==> config.mk <==
export PLATFORM = sky130hd
export DESIGN_NAME = alu_share_sequencer
export DESIGN_NICKNAME = d
export VERILOG_FILES = /design/src/rtl/alu_share_pkg.sv /design/src/rtl/seg7_hex_decoder.sv /design/src/rtl/alu_share_sequencer.sv
export SDC_FILE = /design/constraint.sdc
export NUM_CORES = 1
export LEC_CHECK = 0
export ABC_AREA = 1
export BUFFER_PORTS_ARGS = -buffer_cell sky130_fd_sc_hd__buf_2
export CAP_MARGIN = 0
export CORE_ASPECT_RATIO = 1.1
export CORE_UTILIZATION = 46
export DETAILED_ROUTE_END_ITERATION = 12
export HOLD_SLACK_MARGIN = 0.03
export PLACE_DENSITY_LB_ADDON = 0.05
export SLEW_MARGIN = 20
export SYNTH_ARGS = -nofsm -noshare
export SYNTH_HDL_FRONTEND = slang
export SYNTH_SLANG_ARGS = --single-unit
==> constraint.sdc <==
create_clock -name clk -period 1.8 [get_ports clk]
set_clock_uncertainty 0.15 [all_clocks]
set_input_delay 0.18 -clock clk [delete_from_list [all_inputs] [get_ports clk]]
set_output_delay 0.18 -clock clk [all_outputs]
set_load 0.02 [all_outputs]
==> src/rtl/alu_share_pkg.sv <==
// Shared types and constants for the ALU-sharing sequencer: FSM states, ALU
// opcodes and the seven-segment hex glyph table.
package alu_share_pkg;

    typedef enum logic [1:0] {
        IDLE = 2'd0,
        EXEC = 2'd1,
        RESP = 2'd2
    } state_t;

    localparam logic [1:0] OP_BUF  = 2'b00;
    localparam logic [1:0] OP_NAND = 2'b01;
    localparam logic [1:0] OP_ADD  = 2'b10;
    localparam logic [1:0] OP_MUL  = 2'b11;

    localparam int        NUM_REQ   = 2;
    localparam logic [4:0] SEG_DIGIT0 = 5'b00001;
    localparam logic [7:0] SEG_ZERO   = 8'b0011_1111;

    // Segment order {dp,g,f,e,d,c,b,a}, active-high; dp is never lit.
    function automatic logic [7:0] hex_to_seg(input logic [3:0] value);
        logic [7:0] pattern;
        case (value)
            4'h0: pattern = 8'h3F;
            4'h1: pattern = 8'h06;
            4'h2: pattern = 8'h5B;
            4'h3: pattern = 8'h4F;
            4'h4: pattern = 8'h66;
            4'h5: pattern = 8'h6D;
            4'h6: pattern = 8'h7D;
            4'h7: pattern = 8'h07;
            4'h8: pattern = 8'h7F;
            4'h9: pattern = 8'h6F;
            4'hA: pattern = 8'h77;
            4'hB: pattern = 8'h7C;
            4'hC: pattern = 8'h39;
            4'hD: pattern = 8'h5E;
            4'hE: pattern = 8'h79;
            default: pattern = 8'h71;
        endcase
        return pattern;
    endfunction

endpackage

==> src/rtl/seg7_hex_decoder.sv <==
// Combinational 4-bit value to seven-segment hex pattern.
module seg7_hex_decoder
    import alu_share_pkg::*;
(
    input  logic [3:0] value,
    output logic [7:0] pattern
);

    assign pattern = hex_to_seg(value);

endmodule

==> src/rtl/alu_share_sequencer.sv <==
// Round-robin sequencer sharing one 2-bit four-function ALU between two
// requesters. Define ALU_SHARE_DISPLAY_EN to build the seven-segment result display.
module alu_share_sequencer
    import alu_share_pkg::*;
#(
    parameter int SETTLE_CYCLES = 1
) (
    input  logic       clk,
    input  logic       rst_n,
    input  logic [1:0] req_valid,
    output logic [1:0] req_ready,
    input  logic [3:0] req_a,
    input  logic [3:0] req_b,
    input  logic [3:0] req_op,
    input  logic [1:0] req_cin,
    output logic [1:0] alu_a,
    output logic [1:0] alu_b,
    output logic [1:0] alu_s,
    output logic       alu_cin,
    input  logic [3:0] alu_result,
    output logic [1:0] rsp_valid,
    output logic [3:0] rsp_data,
    input  logic [1:0] rsp_ready,
    output logic [4:0] seg_sel,
    output logic [7:0] seg_data
);

    localparam logic [3:0] SETTLE_INIT = 4'(SETTLE_CYCLES);

    state_t     state;
    logic       last_grant;
    logic       owner;
    logic [3:0] settle_cnt;

    logic [1:0] grant;
    logic       sel;
    logic       accept;
    logic       capture;
    logic [1:0] sel_a;
    logic [1:0] sel_b;
    logic [1:0] sel_op;
    logic       sel_cin;

    // On a tie the requester not served last wins.
    always_comb begin
        grant = 2'b00;
        case (req_valid)
            2'b01:   grant = 2'b01;
            2'b10:   grant = 2'b10;
            2'b11:   grant = last_grant ? 2'b01 : 2'b10;
            default: grant = 2'b00;
        endcase
    end

    assign req_ready = (state == IDLE) ? grant : 2'b00;
    assign accept    = |(req_valid & req_ready);
    assign capture   = (state == EXEC) && (settle_cnt == 4'd1);

    assign sel     = grant[1];
    assign sel_a   = sel ? req_a[3:2]  : req_a[1:0];
    assign sel_b   = sel ? req_b[3:2]  : req_b[1:0];
    assign sel_op  = sel ? req_op[3:2] : req_op[1:0];
    assign sel_cin = sel ? req_cin[1]  : req_cin[0];

    always_ff @(posedge clk or negedge rst_n) begin
        if (!rst_n) begin
            state      <= IDLE;
            last_grant <= 1'b1;
            owner      <= 1'b0;
            settle_cnt <= 4'd0;
            alu_a      <= 2'b00;
            alu_b      <= 2'b00;
            alu_s      <= 2'b00;
            alu_cin    <= 1'b0;
            rsp_valid  <= 2'b00;
            rsp_data   <= 4'd0;
        end else begin
            case (state)
                IDLE: begin
                    if (accept) begin
                        alu_a      <= sel_a;
                        alu_b      <= sel_b;
                        alu_s      <= sel_op;
                        alu_cin    <= sel_cin;
                        owner      <= sel;
                        last_grant <= sel;
                        settle_cnt <= SETTLE_INIT;
                        state      <= EXEC;
                    end
                end
                EXEC: begin
                    if (capture) begin
                        rsp_data  <= alu_result;
                        rsp_valid <= owner ? 2'b10 : 2'b01;
                        state     <= RESP;
                    end else begin
                        settle_cnt <= settle_cnt - 4'd1;
                    end
                end
                RESP: begin
                    // The non-owner's rsp_ready is deliberately not looked at.
                    if (rsp_ready[owner]) begin
                        rsp_valid <= 2'b00;
                        state     <= IDLE;
                    end
                end
                default: begin
                    rsp_valid <= 2'b00;
                    state     <= IDLE;
                end
            endcase
        end
    end

`ifdef ALU_SHARE_DISPLAY_EN
    logic [7:0] seg_next;
    logic [7:0] seg_reg;

    seg7_hex_decoder u_seg7_hex_decoder (
        .value   (alu_result),
        .pattern (seg_next)
    );

    // Loads on the same edge as rsp_data, so the digit changes as rsp_valid rises.
    always_ff @(posedge clk or negedge rst_n) begin
        if (!rst_n) begin
            seg_reg <= SEG_ZERO;
        end else if (capture) begin
            seg_reg <= seg_next;
        end
    end

    assign seg_sel  = SEG_DIGIT0;
    assign seg_data = seg_reg;
`else
    assign seg_sel  = 5'b00000;
    assign seg_data = 8'h00;
`endif

endmodule

==> impl_metrics.sql <==
INSERT INTO impl_metrics (metric_group, metric, value, unit) VALUES
('status', 'outcome', 'finished clean', ''),
('routing', 'route.detailed.drc', '0', ''),
('synthesis', 'synth_top_flop_cell', 'sky130_fd_sc_hd__dfrtp_1', ''),
('cts', 'clkSinkCount', '21', ''),
('floorplanning', 'die_area', '2710', 'sq um'),
('worst_setup_path', 'setup.worst_path.end_class', 'output port', ''),
('sta', 'fin_crit_sh', '0.940', ''),
('routing', 'ant_nets', '0', ''),
('sta', 'fmax', '591', 'MHz'),
('synthesis', 'synth_most_common_cell', 'sky130_fd_sc_hd__nand2_1', ''),
('floorplanning', 'die_y', '54.5', 'um'),
('power', 'design_power_total', '2.42', 'mW'),
('power', 'cellPowerDensity', '1560', 'nW/um^2'),
('layout', 'filler_cell_count', '198', ''),
('synthesis', 'netlist_area', '1150', 'sq um'),
('cts', 'clock_tree.htree_level_count', '1', ''),
('floorplanning', 'die_w', '49.7', 'um'),
('global_route', 'grt_antenna_before_repair', '0', ''),
('floorplanning', 'fp-row-count', '18', ''),
('synthesis', 'synthArstFlopShare', '1.00', ''),
('routing', 'routed_wirelength', '2.60', 'mm'),
('global_route', 'grt_pass1_vias', '929', ''),
('synthesis', 'synth_enable_flop_cells', '0', ''),
('min_path', 'hold_crit_class', 'primary input to flop', ''),
('routing', 'first_iter_violations', '10', ''),
('cts', 'cts.reportedPaths.clkPinSlew', '0.12', 'ns'),
('routing', 'drt_pre_antenna_iters', '4', ''),
('synthesis', 'yosysTopAreaCellShare', '0.434', ''),
('synthesis', 'yosysWarningCount', '0', ''),
('cts', 'cts_root_buf', 'sky130_fd_sc_hd__clkbuf_4', ''),
('synthesis', 'synth_top_area_cell', 'sky130_fd_sc_hd__dfrtp_1', ''),
('place', 'port_buffers', '38', ''),
('synthesis', 'avgSynthCellArea', '8.47', 'sq um'),
('synthesis', 'ys_top_cells_by_count', 'sky130_fd_sc_hd__nand2_1, sky130_fd_sc_hd__dfrtp_1, sky130_fd_sc_hd__buf_4', ''),
('layout', 'design.final.nets', '224', ''),
('place', 'gp_congestion', '0.775', ''),
('layout', 'antenna-diode-count', '0', ''),
('sta', 'final_max_slew_viol_count', '0', ''),
('global_route', 'residual_overflow_from_global_routing', '0', ''),
('sta', 'totalNegativeSetupSlack', '0', 'ns'),
('synthesis', 'synth.ff_latch_count', '21', ''),
('synthesis', 'netlist_instances', '136', ''),
('power', 'worst_ir_drop_vdd', '1050', 'uV'),
('sta', 'timing_hold_violations_final', '0', ''),
('global_route', 'grt_pass1_wl', '4.08', 'mm'),
('synthesis', 'ys_seq_area_frac', '0.457', ''),
('worst_setup_path', 'r2r_setup_slack', '0.28', 'ns'),
('worst_setup_path', 'critPathMaxFanout', '2', ''),
('cts', 'clk_path_buf_depth', '2', ''),
('job', 'max_cap_violations', '0', ''),
('worst_setup_path', 'worst_ep_arrival_time', '1.36', 'ns'),
('sta', 'period_needed', '1.69', 'ns'),
('cts', 'tritoncts', 'done', ''),
('place', 'hpwlAfterDp', '1.70', 'mm'),
('worst_setup_path', 'cp_data_required_time', '1.47', 'ns'),
('cts', 'cts-hold-fix-buffers', '21', ''),
('global_route', 'track_usage', '0.206', ''),
('synthesis', 'netlist-cell-type-count', '24', ''),
('routing', 'drt-vias-per-instance', '4.68', ''),
('cts', 'cts_resized', '0', ''),
('layout', 'finalCoreUtilization', '0.676', ''),
('worst_setup_path', 'critPathKind', 'flop to output port', ''),
('sta', 'setup_viol', '0', ''),
('floorplanning', 'top_level_ports', '52', ''),
('sta', 'max-slew-margin-rel', '0.625', ''),
('floorplanning', 'starting_utilization_of_the_core_area', '0.502', ''),
('layout', 'final_layout_size_suffix_gt1_frac', '0.299', ''),
('cts', 'clk-insertion-delay-late', '0.31', 'ns'),
('routing', 'drt-wirelength-per-cell', '11.4', 'um'),
('cts', 'cts.repair_timing.setup_buffer_count', '0', ''),
('layout', 'area_growth', '34.7', '%'),
('global_route', 'grt_start_max_net_pins', '22', ''),
('sta', 'setup_repair_after_global_routing_missed_its_margin', 'false', ''),
('worst_setup_path', 'setup.worst_path.start_class', 'flop', ''),
('synthesis', 'synthTopCellsByArea', 'sky130_fd_sc_hd__dfrtp_1, sky130_fd_sc_hd__nand2_1, sky130_fd_sc_hd__buf_4', ''),
('cts', 'cts_made_buffers', '3', ''),
('routing', 'route.vias.total', '1063', ''),
('sta', 'worst-slew-pin-transition', '0.562', 'ns'),
('power', 'lkg_pwr', '0.837', 'nW'),
('floorplanning', 'core', '2300', 'sq um'),
('sta', 'final.hold.worst_slack', '0.132', 'ns');
==> layer usage <==
layer,up-vias,GRT usage,wire (um)
li1,525,-,-
met1,497,0.250,1130
met2,36,0.367,1300
met3,5,0.0333,111
met4,0,0.0857,46
met5,-,0,0
==> report_power, final <==
group,switching (mW),internal [mW],total (mW)
Sequential,0.140,0.704,0.844
Clock,0.145,0.0866,0.232
Combinational,0.880,0.464,1.34
==> state kept, by name, indices dropped and copies added, names as in the netlist <==
name and count:
alu_b 2, rsp_valid 2, alu_a 2, alu_s 2
state 2, alu_cin 1, settle_cnt 4, rsp_data 4
last_grant 1, owner 1
==> area by class of cell <==
cell class                 count  area, sq um  area share
sequential                    21          527       0.339
multi-input combinational     97          502       0.323
timing repair buffer          59          400       0.258
inverter                      16         60.1      0.0387
tap                           30         37.5      0.0242
clock buffer                   4         26.3      0.0169
==> final timing paths <==
check / startpoint / endpoint / cells after the start
worst max register to register: state[1] / state[1] / 5
max in group asynchronous: rst_n / last_grant / 2
worst max-delay path: last_grant / req_ready[0] / 3
worst min-delay path: req_valid[0] / last_grant / 4
min in group asynchronous: rst_n / rsp_data[0] / 2
worst min register to register: rsp_valid[1] / rsp_valid[1] / 2
==> critical path: stages, from the launching register on <==
cell,delay (ns)
sky130_fd_sc_hd__dfstp_2,0.57
sky130_fd_sc_hd__inv_1,0.06
sky130_fd_sc_hd__a211oi_1,0.21
sky130_fd_sc_hd__buf_2,0.21
==> cell usage in the layout (no fill, tap or decap) <==
cell / netlist / routed
sky130_fd_sc_hd__o21ai_1: 8 / 8
sky130_fd_sc_hd__nand3_1: 3 / 3
sky130_fd_sc_hd__dlygate4sd3_1: 0 / 21
sky130_fd_sc_hd__a211oi_1: 1 / 1
sky130_fd_sc_hd__a21oi_1: 3 / 3
sky130_fd_sc_hd__nor2_8: 1 / 1
sky130_fd_sc_hd__conb_1: 1 / 13
sky130_fd_sc_hd__nand2_2: 2 / 2
sky130_fd_sc_hd__o21ai_2: 4 / 4
sky130_fd_sc_hd__nand2_4: 1 / 1
sky130_fd_sc_hd__dfstp_2: 1 / 1
sky130_fd_sc_hd__inv_1: 10 / 10
sky130_fd_sc_hd__ha_1: 2 / 2
sky130_fd_sc_hd__nand3_4: 1 / 1
sky130_fd_sc_hd__inv_2: 6 / 6
sky130_fd_sc_hd__o21ai_0: 9 / 9
sky130_fd_sc_hd__buf_2: 0 / 38
sky130_fd_sc_hd__or2_0: 1 / 1
sky130_fd_sc_hd__clkbuf_4: 0 / 3
sky130_fd_sc_hd__nor2_1: 12 / 12
sky130_fd_sc_hd__nand4_1: 1 / 1
sky130_fd_sc_hd__clkbuf_1: 0 / 1
sky130_fd_sc_hd__a21oi_4: 1 / 1
sky130_fd_sc_hd__nand2_1: 33 / 33
sky130_fd_sc_hd__dfrtp_1: 20 / 20
sky130_fd_sc_hd__nor2_4: 1 / 1
==> through the flow <==
step	area (sq um)	setup WS [ns]	cells
finish	1550	0.108	227
floorplan	1200	0.348	148
global route	1550	0.0372	227
detailed placement	1320	0.318	202
global placement	1320	0.356	202
CTS	1550	0.107	227
==> kinds of logic (layout without fill, tap and decap cells) <==
family          count (synthesis)  count (layout)  share of synthesized area
simple gates                   56              56                      0.233
buf+inv                        30              79                      0.147
compound gates                 26              26                      0.138
flops                          21              21                      0.457
fa+ha+maj                       2               2                     0.0217
other cells                     1              13                    0.00325
No activity file was read; power rests on OpenSTA's default activity.
